<file path="config.mk">
export PLATFORM = sky130hd
export DESIGN_NAME = i2c_target_regs
export DESIGN_NICKNAME = d
export VERILOG_FILES = /design/src/rtl/i2c_target_regs.sv
export SDC_FILE = /design/constraint.sdc
export NUM_CORES = 1
export LEC_CHECK = 0
export ABC_AREA = 1
export BUFFER_PORTS_ARGS = -buffer_cell sky130_fd_sc_hd__buf_2
export CAP_MARGIN = 10
export CORE_MARGIN = 3
export CORE_UTILIZATION = 40
export DETAILED_ROUTE_END_ITERATION = 6
export HOLD_SLACK_MARGIN = 0.08
export PLACE_DENSITY = 0.64
export SYNTH_ARGS = -nofsm -noshare
export SYNTH_HDL_FRONTEND = slang
export SYNTH_SLANG_ARGS = --single-unit
</file>
<file path="constraint.sdc">
create_clock -name clk -period 2.7 [get_ports clk]
set_clock_uncertainty 0.15 [all_clocks]
set_input_delay 0.27 -clock clk [delete_from_list [all_inputs] [get_ports clk]]
set_output_delay 0.27 -clock clk [all_outputs]
set_load 0.05 [all_outputs]
</file>
<file path="src/rtl/i2c_target_regs.sv">
// I2C target with a byte register file, pointer auto-increment/wrap and a host-side access port.
// Latency: SYNC_STAGES+1 clk from pad edge to action; no backpressure, SCL phases must be >= SYNC_STAGES+3 clk.
module i2c_target_regs #(
    parameter logic [6:0] SLAVE_ADDR  = 7'h44,
    parameter logic [6:0] ADDR_MASK   = 7'h00,
    parameter int         NUM_REGS    = 16,
    parameter int         SYNC_STAGES = 2,
    localparam int        AW          = (NUM_REGS > 2) ? $clog2(NUM_REGS) : 1
) (
    input  logic          clk,
    input  logic          rst_n,
    input  logic          scl_i,
    input  logic          sda_i,
    output logic          sda_oe,
    input  logic [AW-1:0] host_addr,
    output logic [7:0]    host_rdata,
    input  logic          host_we,
    input  logic [7:0]    host_wdata,
    output logic          wr_stb,
    output logic [AW-1:0] wr_addr,
    output logic [7:0]    wr_data,
    output logic          nack_stb,
    output logic          busy
);

    typedef enum logic [3:0] {
        IDLE, ADDR, ADDR_ACK, PTR, PTR_ACK, WDATA, WDATA_ACK, RDATA, RDATA_ACK, IGNORE
    } state_t;

    state_t                 state;
    logic [SYNC_STAGES-1:0] scl_sync, sda_sync;
    logic                   scl_d, sda_d;
    logic                   scl_s, sda_s;
    logic                   scl_rise, scl_fall, start_det, stop_det;
    logic [7:0]             shreg;
    logic [7:0]             rx_byte;
    logic [3:0]             bit_cnt;
    logic                   rw;
    logic [AW-1:0]          ptr;
    logic [AW-1:0]          ptr_next;
    logic                   addr_match, ptr_ok, host_in_range;
    logic [7:0]             regs [NUM_REGS];

    // Bus idles high, so synchronisers reset to 1 to avoid a phantom START.
    always_ff @(posedge clk or negedge rst_n) begin
        if (!rst_n) begin
            scl_sync <= '1;
            sda_sync <= '1;
            scl_d    <= 1'b1;
            sda_d    <= 1'b1;
        end else begin
            scl_sync <= {scl_sync[SYNC_STAGES-2:0], scl_i};
            sda_sync <= {sda_sync[SYNC_STAGES-2:0], sda_i};
            scl_d    <= scl_sync[SYNC_STAGES-1];
            sda_d    <= sda_sync[SYNC_STAGES-1];
        end
    end

    assign scl_s     = scl_sync[SYNC_STAGES-1];
    assign sda_s     = sda_sync[SYNC_STAGES-1];
    assign scl_rise  = scl_s & ~scl_d;
    assign scl_fall  = ~scl_s & scl_d;
    assign start_det = scl_s & scl_d & ~sda_s & sda_d;
    assign stop_det  = scl_s & scl_d & sda_s & ~sda_d;

    assign rx_byte       = {shreg[6:0], sda_s};
    assign addr_match    = ((rx_byte[7:1] ^ SLAVE_ADDR) & ~ADDR_MASK) == 7'd0;
    assign ptr_ok        = {1'b0, rx_byte} < 9'(NUM_REGS);
    assign ptr_next      = (ptr == AW'(NUM_REGS - 1)) ? '0 : ptr + 1'b1;
    assign host_in_range = {1'b0, host_addr} < (AW+1)'(NUM_REGS);
    assign host_rdata    = host_in_range ? regs[host_addr] : 8'h00;

    always_ff @(posedge clk or negedge rst_n) begin
        if (!rst_n) begin
            state    <= IDLE;
            sda_oe   <= 1'b0;
            busy     <= 1'b0;
            wr_stb   <= 1'b0;
            wr_addr  <= '0;
            wr_data  <= 8'h00;
            nack_stb <= 1'b0;
            shreg    <= 8'h00;
            bit_cnt  <= 4'd0;
            rw       <= 1'b0;
            ptr      <= '0;
            for (int i = 0; i < NUM_REGS; i++) regs[i] <= 8'h00;
        end else begin
            wr_stb   <= 1'b0;
            nack_stb <= 1'b0;
            // Host write first so a same-index I2C commit below overrides it.
            if (host_we && host_in_range) regs[host_addr] <= host_wdata;

            if (stop_det) begin
                state  <= IDLE;
                sda_oe <= 1'b0;
                busy   <= 1'b0;
            end else if (start_det) begin
                state   <= ADDR;
                bit_cnt <= 4'd0;
                sda_oe  <= 1'b0;
            end else begin
                case (state)
                    ADDR: if (scl_rise) begin
                        shreg   <= rx_byte;
                        bit_cnt <= bit_cnt + 4'd1;
                        if (bit_cnt == 4'd7) begin
                            rw <= rx_byte[0];
                            if (addr_match) begin
                                state <= ADDR_ACK;
                                busy  <= 1'b1;
                            end else begin
                                state    <= IGNORE;
                                nack_stb <= 1'b1;
                            end
                        end
                    end
                    // First fall drives the ACK, second fall releases it (or starts read data).
                    ADDR_ACK: if (scl_fall) begin
                        bit_cnt <= 4'd0;
                        if (!sda_oe) begin
                            sda_oe <= 1'b1;
                        end else if (rw) begin
                            shreg  <= regs[ptr];
                            sda_oe <= ~regs[ptr][7];
                            state  <= RDATA;
                        end else begin
                            sda_oe <= 1'b0;
                            state  <= PTR;
                        end
                    end
                    PTR: if (scl_rise) begin
                        shreg   <= rx_byte;
                        bit_cnt <= bit_cnt + 4'd1;
                        if (bit_cnt == 4'd7) begin
                            if (ptr_ok) begin
                                ptr   <= rx_byte[AW-1:0];
                                state <= PTR_ACK;
                            end else begin
                                nack_stb <= 1'b1;
                                state    <= IGNORE;
                            end
                        end
                    end
                    PTR_ACK, WDATA_ACK: if (scl_fall) begin
                        bit_cnt <= 4'd0;
                        if (!sda_oe) begin
                            sda_oe <= 1'b1;
                        end else begin
                            sda_oe <= 1'b0;
                            state  <= WDATA;
                        end
                    end
                    WDATA: if (scl_rise) begin
                        shreg   <= rx_byte;
                        bit_cnt <= bit_cnt + 4'd1;
                        if (bit_cnt == 4'd7) begin
                            regs[ptr] <= rx_byte;
                            wr_stb    <= 1'b1;
                            wr_addr   <= ptr;
                            wr_data   <= rx_byte;
                            ptr       <= ptr_next;
                            state     <= WDATA_ACK;
                        end
                    end
                    RDATA: if (scl_rise) begin
                        bit_cnt <= bit_cnt + 4'd1;
                    end else if (scl_fall) begin
                        if (bit_cnt == 4'd8) begin
                            sda_oe <= 1'b0;
                            state  <= RDATA_ACK;
                        end else begin
                            shreg  <= {shreg[6:0], 1'b0};
                            sda_oe <= ~shreg[6];
                        end
                    end
                    // Pointer advances after every byte read; only a master ACK continues.
                    RDATA_ACK: if (scl_rise) begin
                        ptr <= ptr_next;
                        if (sda_s) state <= IGNORE;
                    end else if (scl_fall) begin
                        shreg   <= regs[ptr];
                        sda_oe  <= ~regs[ptr][7];
                        bit_cnt <= 4'd0;
                        state   <= RDATA;
                    end
                    default: ;
                endcase
            end
        end
    end

endmodule

</file>
==> results by group, run 1 <==
Timing
  – Rel. slew slack: roughly 56%
  – Unrepaired setup endpoints after global routing: no
  – Period utilization: between 80 and 90%
  – Post-route setup TNS: 0 ns
  – Final Hold Fails: 0
  – Fmax: between 400 and 500 MHz
  – Setup violators final: 0
  – Fin crit period: approximately 2.4 ns
  – Actual slew at the worst max-slew pin: approximately 0.66 ns
  – Max Slew Vio Count: 0

Global route
  – Gr usage total: 27.9%
  – First-pass GRT wire length: 62400 um
  – Pin count of the biggest net entering global routing: 86
  – Initial antenna violation count: 0
  – Vias in the first global route: a little over 10000
  – GRT overflow: 0

Final layout
  – Final Cell Area: around 0.012 sq mm
  – Most frequent cells in the layout: nand2_1, o21ai_0, dfrtp_1
  – Final core utilization: between 40% and 50%
  – # diodes: 0
  – Commonest non-fill, non-tap cell in the layout: nand2_1
  – Layout net count: 1569
  – Layout area overhead: 10.0%
  – Final Non-Filler Cells: about 1900
  – Layout cells sized above 1: between 10% and 20%

Setup path
  – Element type at the critical path end: output pin
  – Data arrival, critical path: approximately 2.0 ns
  – CP Cell Sequence: buf_2, buf_4, nand2_2, buf_4, o211ai_1, nand2_1, nand4_1, buf_2
  – Worst Path Required: between 2 and 2.5 ns
  – CP max stage cell: buf_4
  – Worst-path maximum fanout: 26
  – Max incr delay on CP: approximately 0.33 ns
  – CP Launch Type: primary input
  – Crit path kind: in -> out

Power and ir drop
  – Seq pwr share: around a third
  – Max VDD drop: ~0.0005 V
  – P_leak: 0.00581 uW
  – Combinational fraction of design power: a little under half
  – Internal power: between 6000 and 7000 uW
  – Power per cell area: just under 1000 mW/mm^2
  – Clock share of power: between 20% and 30%
  – Sw Share: approximately half
  – Switch Pwr: 5630 uW

Placed design
  – Final RePlAce weighted congestion: roughly 1.0
  – Detailed placer's ending HPWL: approximately 28000 um
  – Inst Count DP: approximately 1900
  – Dpl cell area: roughly 0.011 sq mm
  – Port bufs: 40

Die
  – Die Span Y: around 170 um
  – Die ar.: between 0.02 and 0.03 sq mm
  – Initial core utilization: around two fifths
  – Io pins: between 40 and 50
  – Row cnt: between 50 and 60
  – Die Width: about 170 um
  – Core area: roughly 0.027 sq mm

Yosys
  – Adder-cell share of the synthesized area: approximately 1%
  – Most used DFF post-synth: dfrtp_1
  – XOR/XNOR Fraction of Synth Area: less than 1%
  – Post-synthesis sequential area ratio: about two fifths
  – Synthesis Warnings: 0
  – Netlist cell types: 43
  – Syn Nets: 1556
  – Synth Area in Simple Gates: slightly below 30%
  – Synth Area in Compound Gates: around 22%
  – Mux share of post-synthesis cell area: less than 1%
  – Syn_area_per_cell: slightly above 7 sq um
  – Synth Instances: about 1500
  – Area of the mapped netlist: between 0.01 and 0.015 sq mm
  – Largest family of logic cells by synthesized area: simple AND/OR/NAND/NOR gates
  – Ys async rst share: 100%
  – Post-synth EDFFs: 0
  – Yosys reg bits: 170

Clock network
  – Max Buffers Root-to-Sink: 2
  – CTS H-Tree Depth: 4
  – Worst skew pair latency: around 0.44 ns
  – Reg clk slew, reported paths: 0.07 ns
  – CTS Sinks: 170
  – CTS tree: built
  – Clock root buffer: clkbuf_16
  – Cts bufs inserted: 17

Job
  – Max-cap viol count: 0

Detailed routing
  – Routed length per placed instance: roughly 21 um
  – Post-Route WL: around 40000 um
  – DRC errors left: 0
  – Initial DRC count: roughly 1500
  – First-pass DRT Iterations: 6
  – Via/cell ratio: 5.84
  – Via count: between 10000 and 15000
  – Antenna Nets Post-Route: 0

Outcome
  – Status: complete, no violations

Hold path
  – Hold Path Class: in -> reg
registers in the layout, indices dropped and copies added, names as in the netlist:
signal    flops
bit_cnt       4
busy          1
nack_stb      1
ptr           4
regs        128
rw            1
scl_d         1
scl_sync      2
sda_d         1
sda_oe        1
sda_sync      2
shreg         7
state         4
wr_addr       4
wr_data       8
wr_stb        1
cells by family (layout without fill, tap and decap cells):
family / after synthesis / in the layout
xor gates and xnor gates: 3 / 3
buffers and inverters: 203 / 228
DFF: 170 / 170
and+or+nand+nor: 708 / 708
adders and majority gates: 9 / 9
muxes: 6 / 6
AOI/OAI and AO/OA: 431 / 431
through the flow:
step	hold slack, ns	power, uW	setup slack [ns]
6_report	0.172	11700	0.300
3_3_place_gp	0.0978	9140	0.140
5_1_grt	0.188	12500	0.104
4_1_cts	0.149	11600	0.116
2_1_floorplan	-0.176	7290	0.625
3_5_place_dp	0.102	9180	0.112
final timing paths:
| check | cells after the start | from | slack, ns | to |
|---|---|---|---|---|
| max | 8 | host_addr[1] | 0.30 | host_rdata[3] |
| min | 5 | host_wdata[3] | 0.17 | regs[75]$_DFF_PN0_ |
| max reg2reg | 11 | scl_sync[1]$_DFF_PN1_ | 0.31 | state[0]$_DFFE_PN0P_ |
| min reg2reg | 0 | sda_sync[0]$_DFF_PN1_ | 0.21 | sda_sync[1]$_DFF_PN1_ |
| max in group asynchronous | 3 | rst_n | 1.41 | scl_d$_DFF_PN1_ |
| min in group asynchronous | 2 | rst_n | 0.18 | regs[14]$_DFF_PN0_ |
critical path, delay by kind of cell:
family	cells	cell delay (ns)
buffers and inverters	4	0.99
AND/OR/NAND/NOR	3	0.48
AO/OA/AOI/OAI	1	0.23
Yosys cell counts (3+ instances only):
| master | instances | area [sq um] |
|---|---|---|
| inv_1 | 104 | 390 |
| dfrtp_1 | 164 | 4100 |
| nor2_2 | 5 | 31.3 |
| nor2_1 | 78 | 293 |
| clkbuf_1 | 46 | 173 |
| mux2_2 | 6 | 67.6 |
| nor3_1 | 7 | 35.0 |
| nand4_4 | 9 | 191 |
| buf_6 | 11 | 124 |
| nand3_4 | 8 | 140 |
| buf_2 | 23 | 115 |
| nand3_1 | 78 | 390 |
| o22ai_1 | 5 | 31.3 |
| a22oi_1 | 32 | 240 |
| buf_4 | 5 | 37.5 |
| o21ai_0 | 198 | 991 |
| o21ai_2 | 16 | 140 |
| buf_1 | 3 | 11.3 |
| o221ai_1 | 8 | 70.1 |
| a21oi_1 | 38 | 190 |
| nand4_1 | 11 | 68.8 |
| o211ai_1 | 31 | 233 |
| o21ai_1 | 101 | 505 |
| inv_2 | 9 | 33.8 |
| dfstp_2 | 6 | 158 |
| nand2_1 | 497 | 1870 |
| ha_1 | 9 | 113 |
metal layers:
layer,GRT usage (%),vias up,routed length (um)
met3,4.85,125,3900
met1,38.4,5095,16700
met2,42.9,686,17600
met4,12.7,0,1890
li1,-,5139,-
met5,0,-,0
what timing repair did:
item,4_1_cts,5_1_grt
hold buffers,3,0
hold endpoints to repair,50,0
buffers inserted,0,0
setup endpoints to repair,0,8
gates resized for setup,0,1
power by group through the flow:
stage	registers, uW	clock network (uW)	logic [uW]
3_5_place_dp	3760	0	5420
3_3_place_gp	3780	0	5360
5_1_grt	3800	2510	6150
4_1_cts	3720	2400	5440
6_report	3750	2380	5550
2_1_floorplan	3540	0	3750
cell type report:
type | instances | area, sq um
Fill cell | 2670 | 14500
Multi-Input combinational cell | 1157 | 5800
Sequential cell | 170 | 4260
Timing Repair Buffer | 83 | 587
Clock buffer | 20 | 457
Inverter | 114 | 428
Tap cell | 335 | 419
Clock inverter | 11 | 88.8
(Power assumes the default switching activity.)
==> run 2, diff against run 1 <==
--- a/config.mk
+++ b/config.mk
@@ -13,6 +13,7 @@
 export DETAILED_ROUTE_END_ITERATION = 6
 export HOLD_SLACK_MARGIN = 0.08
 export PLACE_DENSITY = 0.64
+export RECOVER_POWER = 100
 export SYNTH_ARGS = -nofsm -noshare
 export SYNTH_HDL_FRONTEND = slang
 export SYNTH_SLANG_ARGS = --single-unit
==> results by group, run 2 (synthesized netlist as in run 1, its figures left out) <==
Outcome
  – Status: complete, no violations

Clock network
  – CTS Sinks: 170 (unchanged)
  – Reg clk slew, reported paths: 0.08 ns (about the same)
  – Clock root buffer: clkbuf_16
  – Max Buffers Root-to-Sink: 2 (unchanged)
  – CTS H-Tree Depth: 4 (unchanged)
  – CTS tree: built
  – Worst skew pair latency: 0.44 ns (about the same)
  – Cts bufs inserted: 17 (unchanged)

Setup path
  – Worst-path maximum fanout: 16 (-38%)
  – CP max stage cell: dfstp_1
  – CP Launch Type: flop
  – Launching point of the worst reg2reg path: sda_sync[1]$_DFF_PN1_
  – Crit path from: sda_sync[1]$_DFF_PN1_
  – Worst Path Required: 2.89 ns (+0.61 ns)
  – Data arrival, critical path: 2.64 ns (+0.66 ns)
  – Crit path kind: reg -> reg
  – Max incr delay on CP: 0.64 ns (+0.31 ns)
  – CP Cell Sequence: nor2_1, nor2_2, inv_1, nor2_8, nand4_2, o21ai_0
  – Element type at the critical path end: flop

Timing
  – Unrepaired setup endpoints after global routing: no
  – Final Hold Fails: 0 (unchanged)
  – Rel. slew slack: 8.75% (-47 points)
  – Hold slack: 0.180 ns (+0.00821 ns)
  – Max Slew Vio Count: 0 (unchanged)
  – Fin crit period: 2.45 ns (+0.0485 ns)
  – Setup violators final: 0 (unchanged)
  – Post-route setup TNS: 0 ns (unchanged)
  – Actual slew at the worst max-slew pin: 1.37 ns (+0.705 ns)
  – Period utilization: 90.7% (+1.8 points)
  – Fmax: 408 MHz (-2.0%)

Final layout
  – Largest regs: regs (128), wr_data (8), shreg (7)
  – Max FFs per register: 128 (unchanged)
  – Layout cells sized above 1: 9.32% (-2.4 points)
  – Commonest non-fill, non-tap cell in the layout: nand2_1
  – # diodes: 0 (unchanged)
  – Most frequent cells in the layout: nand2_1, o21ai_0, dfrtp_1
  – Layout net count: 1569 (unchanged)
  – Reg with most FFs: regs
  – Layout area overhead: 7.88%

Global route
  – Initial antenna violation count: 0 (unchanged)
  – Pin count of the biggest net entering global routing: 86 (unchanged)
  – Gr usage total: 27.9% (unchanged)
  – First-pass GRT wire length: 62400 um (unchanged)
  – GRT overflow: 0 (unchanged)
  – Vias in the first global route: 10300 (unchanged)

Die
  – Io pins: 41 (unchanged)
  – Die Width: 171 um (unchanged)
  – Row cnt: 59 (unchanged)
  – Die ar.: 0.0294 sq mm (unchanged)
  – Initial core utilization: 41.3% (unchanged)
  – Die Span Y: 171 um (unchanged)
  – Core area: 0.0265 sq mm (unchanged)

Detailed routing
  – Post-Route WL: 39900 um (-0.34%)
  – DRC errors left: 0 (unchanged)
  – Routed length per placed instance: 21.1 um (-0.34%)
  – First-pass DRT Iterations: 6 (unchanged)
  – Via count: 10900 (-1.7%)
  – Initial DRC count: 1582 (+5.4%)
  – Via/cell ratio: 5.74 (-1.7%)
  – Antenna Nets Post-Route: 0 (unchanged)

Power and ir drop
  – Max VDD drop: 0.000469 V (-6.6%)
  – Power per cell area: 970 mW/mm^2 (about the same)
  – P_leak: 0.00569 uW (-2.1%)

Hold path
  – Hold Startpoint: host_wdata[3]
  – Hold Path Class: in -> reg

Job
  – Max-cap viol count: 0 (unchanged)

Placed design
  – Detailed placer's ending HPWL: 27900 um (unchanged)
  – Port bufs: 40 (unchanged)
  – Final RePlAce weighted congestion: 0.996 (unchanged)
[run 2: changes by cell type in the layout (fill, tap and decap cells not counted), sizes merged]
| cell | delta |
|---|---|
| buf | -24 |
| clkbuf | +24 |
[run 2: final cells by class]
class,instances,area [sq um]
repair buffers,83,557
clock inverters,11,88.8
inverters,114,428
flip-flops and latches,170,4260
fillers,2726,14700
well taps,335,419
multi-input cells,1157,5600
clock buffers,20,457
[run 2: repair_timing]
item	CTS	global route
buffers inserted	0	0
hold buffers	3	0
hold endpoints to repair	50	0
setup endpoints to repair	0	8
gates resized for setup	0	1
[run 2: power by group]
part / total (uW) / switching, uW / internal [uW]
Clock: 2370 / 1140 / 1230
Combinational: 5330 / 3720 / 1610
Sequential: 3750 / 601 / 3150
[run 2: metal layers]
| layer | share of wire [%] | GRT usage [%] | up-vias | wire, um |
|---|---|---|---|---|
| met5 | 0 | 0 | - | 0 |
| met4 | 4.6 | 12.7 | 0 | 1850 |
| met3 | 8.4 | 4.85 | 118 | 3360 |
| met2 | 44 | 42.9 | 597 | 17600 |
| met1 | 43 | 38.4 | 5017 | 17100 |
| li1 | - | - | 5122 | - |
[run 2: worst max-delay path, delay by kind of cell, from the launching register on]
family          cells  cell delay (ns)
compound gates      1             0.34
buf+inv             1             0.16
flops               1             0.64
simple gates        4             1.05
[run 2: path summary, 6_finish.rpt]
path | endpoint | slack, ns | cells after the start
worst min register to register | sda_sync[1]$_DFF_PN1_ | 0.21 | 0
min in group asynchronous | regs[14]$_DFF_PN0_ | 0.52 | 2
worst max register to register | regs[77]$_DFF_PN0_ | 0.25 | 6
worst max-delay path | regs[77]$_DFF_PN0_ | 0.25 | 6
max in group asynchronous | scl_sync[0]$_DFF_PN1_ | 0.80 | 3
worst min-delay path | regs[43]$_DFF_PN0_ | 0.18 | 5
[run 2: stage by stage]
step	cell area [sq um]	utilization [%]	total power, uW	instances	setup slack (ns)
after floorplan	10900	-	7290	1530	0.625
after global placement	11500	43.2	9140	1856	0.140
after detailed placement	11500	43.2	9180	1856	0.112
after CTS	12000	45.4	11600	1890	0.116
after global routing	11800	44.6	12200	1890	0.0725
final	11800	44.6	11500	1890	0.251
==> run 3, diff against run 2 <==
--- a/config.mk
+++ b/config.mk
@@ -8,6 +8,7 @@
 export ABC_AREA = 1
 export BUFFER_PORTS_ARGS = -buffer_cell sky130_fd_sc_hd__buf_2
 export CAP_MARGIN = 10
+export CORE_ASPECT_RATIO = 1.75
 export CORE_MARGIN = 3
 export CORE_UTILIZATION = 40
 export DETAILED_ROUTE_END_ITERATION = 6
==> constraint.sdc (replaced) <==
create_clock -name clk -period 3.01 [get_ports clk]
set_clock_uncertainty 0.15 [all_clocks]
set_input_delay 0.301 -clock clk [delete_from_list [all_inputs] [get_ports clk]]
set_output_delay 0.301 -clock clk [all_outputs]
set_load 0.05 [all_outputs]
==> results by group, run 3 (synthesized netlist as in run 1, its figures left out) <==
Die
  – Io pins: 41 (unchanged)
  – Die Width: 131 um (-24%)
  – Initial core utilization: 40.9% (-0.44 points)
  – Row cnt: 79 (+34%)
  – Die ar.: 0.0295 sq mm (+0.27%)
  – Core area: 0.0268 sq mm (+1.1%)
  – Die Span Y: 225 um (+31%)

Timing
  – Actual slew at the worst max-slew pin: 1.25 ns (-0.118 ns)
  – Final WS setup: 0.277 ns (+0.0257 ns)
  – Max Slew Vio Count: 0 (unchanged)
  – Setup violators final: 0 (unchanged)
  – Final Hold Fails: 0 (unchanged)
  – Post-route setup TNS: 0 ns (unchanged)
  – Period utilization: around nine tenths
  – Rel. slew slack: 16.7% (+7.9 points)
  – Fmax: about 370 MHz
  – Unrepaired setup endpoints after global routing: no
  – Fin crit period: 2.73 ns

Power and ir drop
  – Max VDD drop: 0.000539 V (+15%)
  – P_leak: 0.00572 uW (+0.59%)
  – Power per cell area: 874 mW/mm^2 (-9.9%)

Placed design
  – Final RePlAce weighted congestion: 1.04 (+4.9%)
  – Detailed placer's ending HPWL: 29600 um (+5.9%)
  – Inst Count DP: 1882 (+1.4%)
  – Port bufs: 40 (unchanged)
  – Place WS: 0.544 ns (+0.432 ns)

Detailed routing
  – Initial DRC count: 1134 (-28%)
  – Routed length per placed instance: 21.6 um (+2.3%)
  – DRC errors left: 0 (unchanged)
  – Via/cell ratio: 5.70 (-0.74%)
  – First-pass DRT Iterations: 6 (unchanged)
  – Via count: 10900 (+0.68%)
  – Post-Route WL: 41400 um (+3.7%)
  – Antenna Nets Post-Route: 0 (unchanged)

Final layout
  – Most frequent cells in the layout: nand2_1, o21ai_0, dfrtp_1
  – Layout net count: 1566 (-0.19%)
  – Largest regs: regs (128), wr_data (8), shreg (7)
  – Commonest non-fill, non-tap cell in the layout: nand2_1
  – Max FFs per register: 128 (unchanged)
  – Final core utilization: 44.5% (about the same)
  – # diodes: 0 (unchanged)
  – Final Non-Filler Cells: 1917 (+1.4%)
  – Layout cells sized above 1: 8.89% (-0.44 points)
  – Layout area overhead: 9.00%
  – Reg with most FFs: regs

Global route
  – GRT overflow: 0 (unchanged)
  – Initial antenna violation count: 1 (+1)
  – Pin count of the biggest net entering global routing: 53 (-38%)
  – First-pass GRT wire length: 62400 um (about the same)
  – Vias in the first global route: 10300 (-0.058%)
  – Gr usage total: 28.7% (+0.82 points)

Setup path
  – Crit path kind: in -> out
  – Data arrival, critical path: 2.28 ns (-0.36 ns)
  – Worst-path maximum fanout: 18 (+2)
  – Element type at the critical path end: output pin
  – CP Launch Type: primary input
  – Worst Path Required: 2.56 ns (-0.33 ns)

Clock network
  – Cts bufs inserted: 17 (unchanged)
  – Reg clk slew, reported paths: 0.06 ns (-0.02 ns)
  – Clock root buffer: clkbuf_16
  – CTS Sinks: 170 (unchanged)
  – CTS H-Tree Depth: 4 (unchanged)
  – Worst skew pair latency: 0.46 ns (+0.02 ns)
  – Post-CTS Repair Setup Buffers: 0 (unchanged)
  – Max Buffers Root-to-Sink: 2 (unchanged)
  – CTS tree: built

Outcome
  – Status: complete, no violations

Hold path
  – Hold Path Class: in -> reg

Job
  – Max-cap viol count: 0 (unchanged)
-- run 3: cell count changes in the layout (fill, tap and decap cells not counted), moves of 3 or more --
cell        delta
nand3_2        -5
clkinv_2       +3
nand4_4        +9
buf_4          -6
clkbuf_2       +4
nand4_2        -9
clkinvlp_4     -4
nand3_4        +5
-- run 3: report_power, final --
group,leakage (uW),internal [uW],switching (uW)
clock network,0.000280,1270,987
registers,0.00205,2830,545
logic,0.00339,1390,3410
total,0.00572,5480,4940
-- run 3: cell type report --
cell class / instances / area (sq um)
multi-input combinational: 1157 / 5700
sequential: 170 / 4260
clock buffer: 22 / 464
fill: 2782 / 14900
tap: 364 / 455
timing repair buffer: 80 / 499
clock inverter: 10 / 116
inverter: 114 / 428
-- run 3: final timing paths --
path / to / cells past startpoint / slack, ns / start
hold / removal: regs[75]$_DFF_PN0_ / 5 / 0.17 / host_wdata[3]
hold reg to reg: scl_sync[1]$_DFF_PN1_ / 0 / 0.21 / scl_sync[0]$_DFF_PN1_
min in group asynchronous: regs[104]$_DFF_PN0_ / 2 / 0.49 / rst_n
setup reg to reg: regs[70]$_DFF_PN0_ / 5 / 0.37 / ptr[1]$_DFFE_PN0P_
setup / recovery: host_rdata[1] / 8 / 0.28 / host_addr[1]
max in group asynchronous: regs[18]$_DFF_PN0_ / 3 / 0.69 / rst_n
-- run 3: metal layers --
metal | global-route usage [%] | up-vias | part of all wire, % | wire length (um)
met2 | 46.5 | 540 | 48 | 19800
met1 | 32.8 | 5061 | 36 | 14900
met3 | 4.99 | 197 | 6.9 | 2860
met4 | 22.1 | 2 | 9.2 | 3820
li1 | - | 5128 | - | -
met5 | 0 | - | 0.099 | 41
-- run 3: timing repair --
| item | in CTS | in global routing |
|---|---|---|
| hold buffers | 3 | 0 |
| endpoints found under the setup margin | 0 | 0 |
| endpoints found under the hold margin | 70 | 0 |
| gates resized for setup | 0 | 0 |
-- run 3: critical path, cell delays in order --
cell      delay [ns]
buf_2           0.16
nor2_2          0.51
clkbuf_2        0.51
a22oi_1         0.17
o211ai_1        0.11
nand2_1         0.10
nand4_1         0.12
clkbuf_2        0.29
-- run 3: per-stage QoR --
step / hold WS (ns) / total power (uW) / instance area, sq um
2_1_floorplan: -0.145 / 6540 / 10900
3_3_place_gp: 0.122 / 8170 / 11500
3_5_place_dp: 0.131 / 8230 / 11500
4_1_cts: 0.150 / 10500 / 12100
5_1_grt: 0.182 / 11100 / 11900
6_report: 0.166 / 10400 / 11900
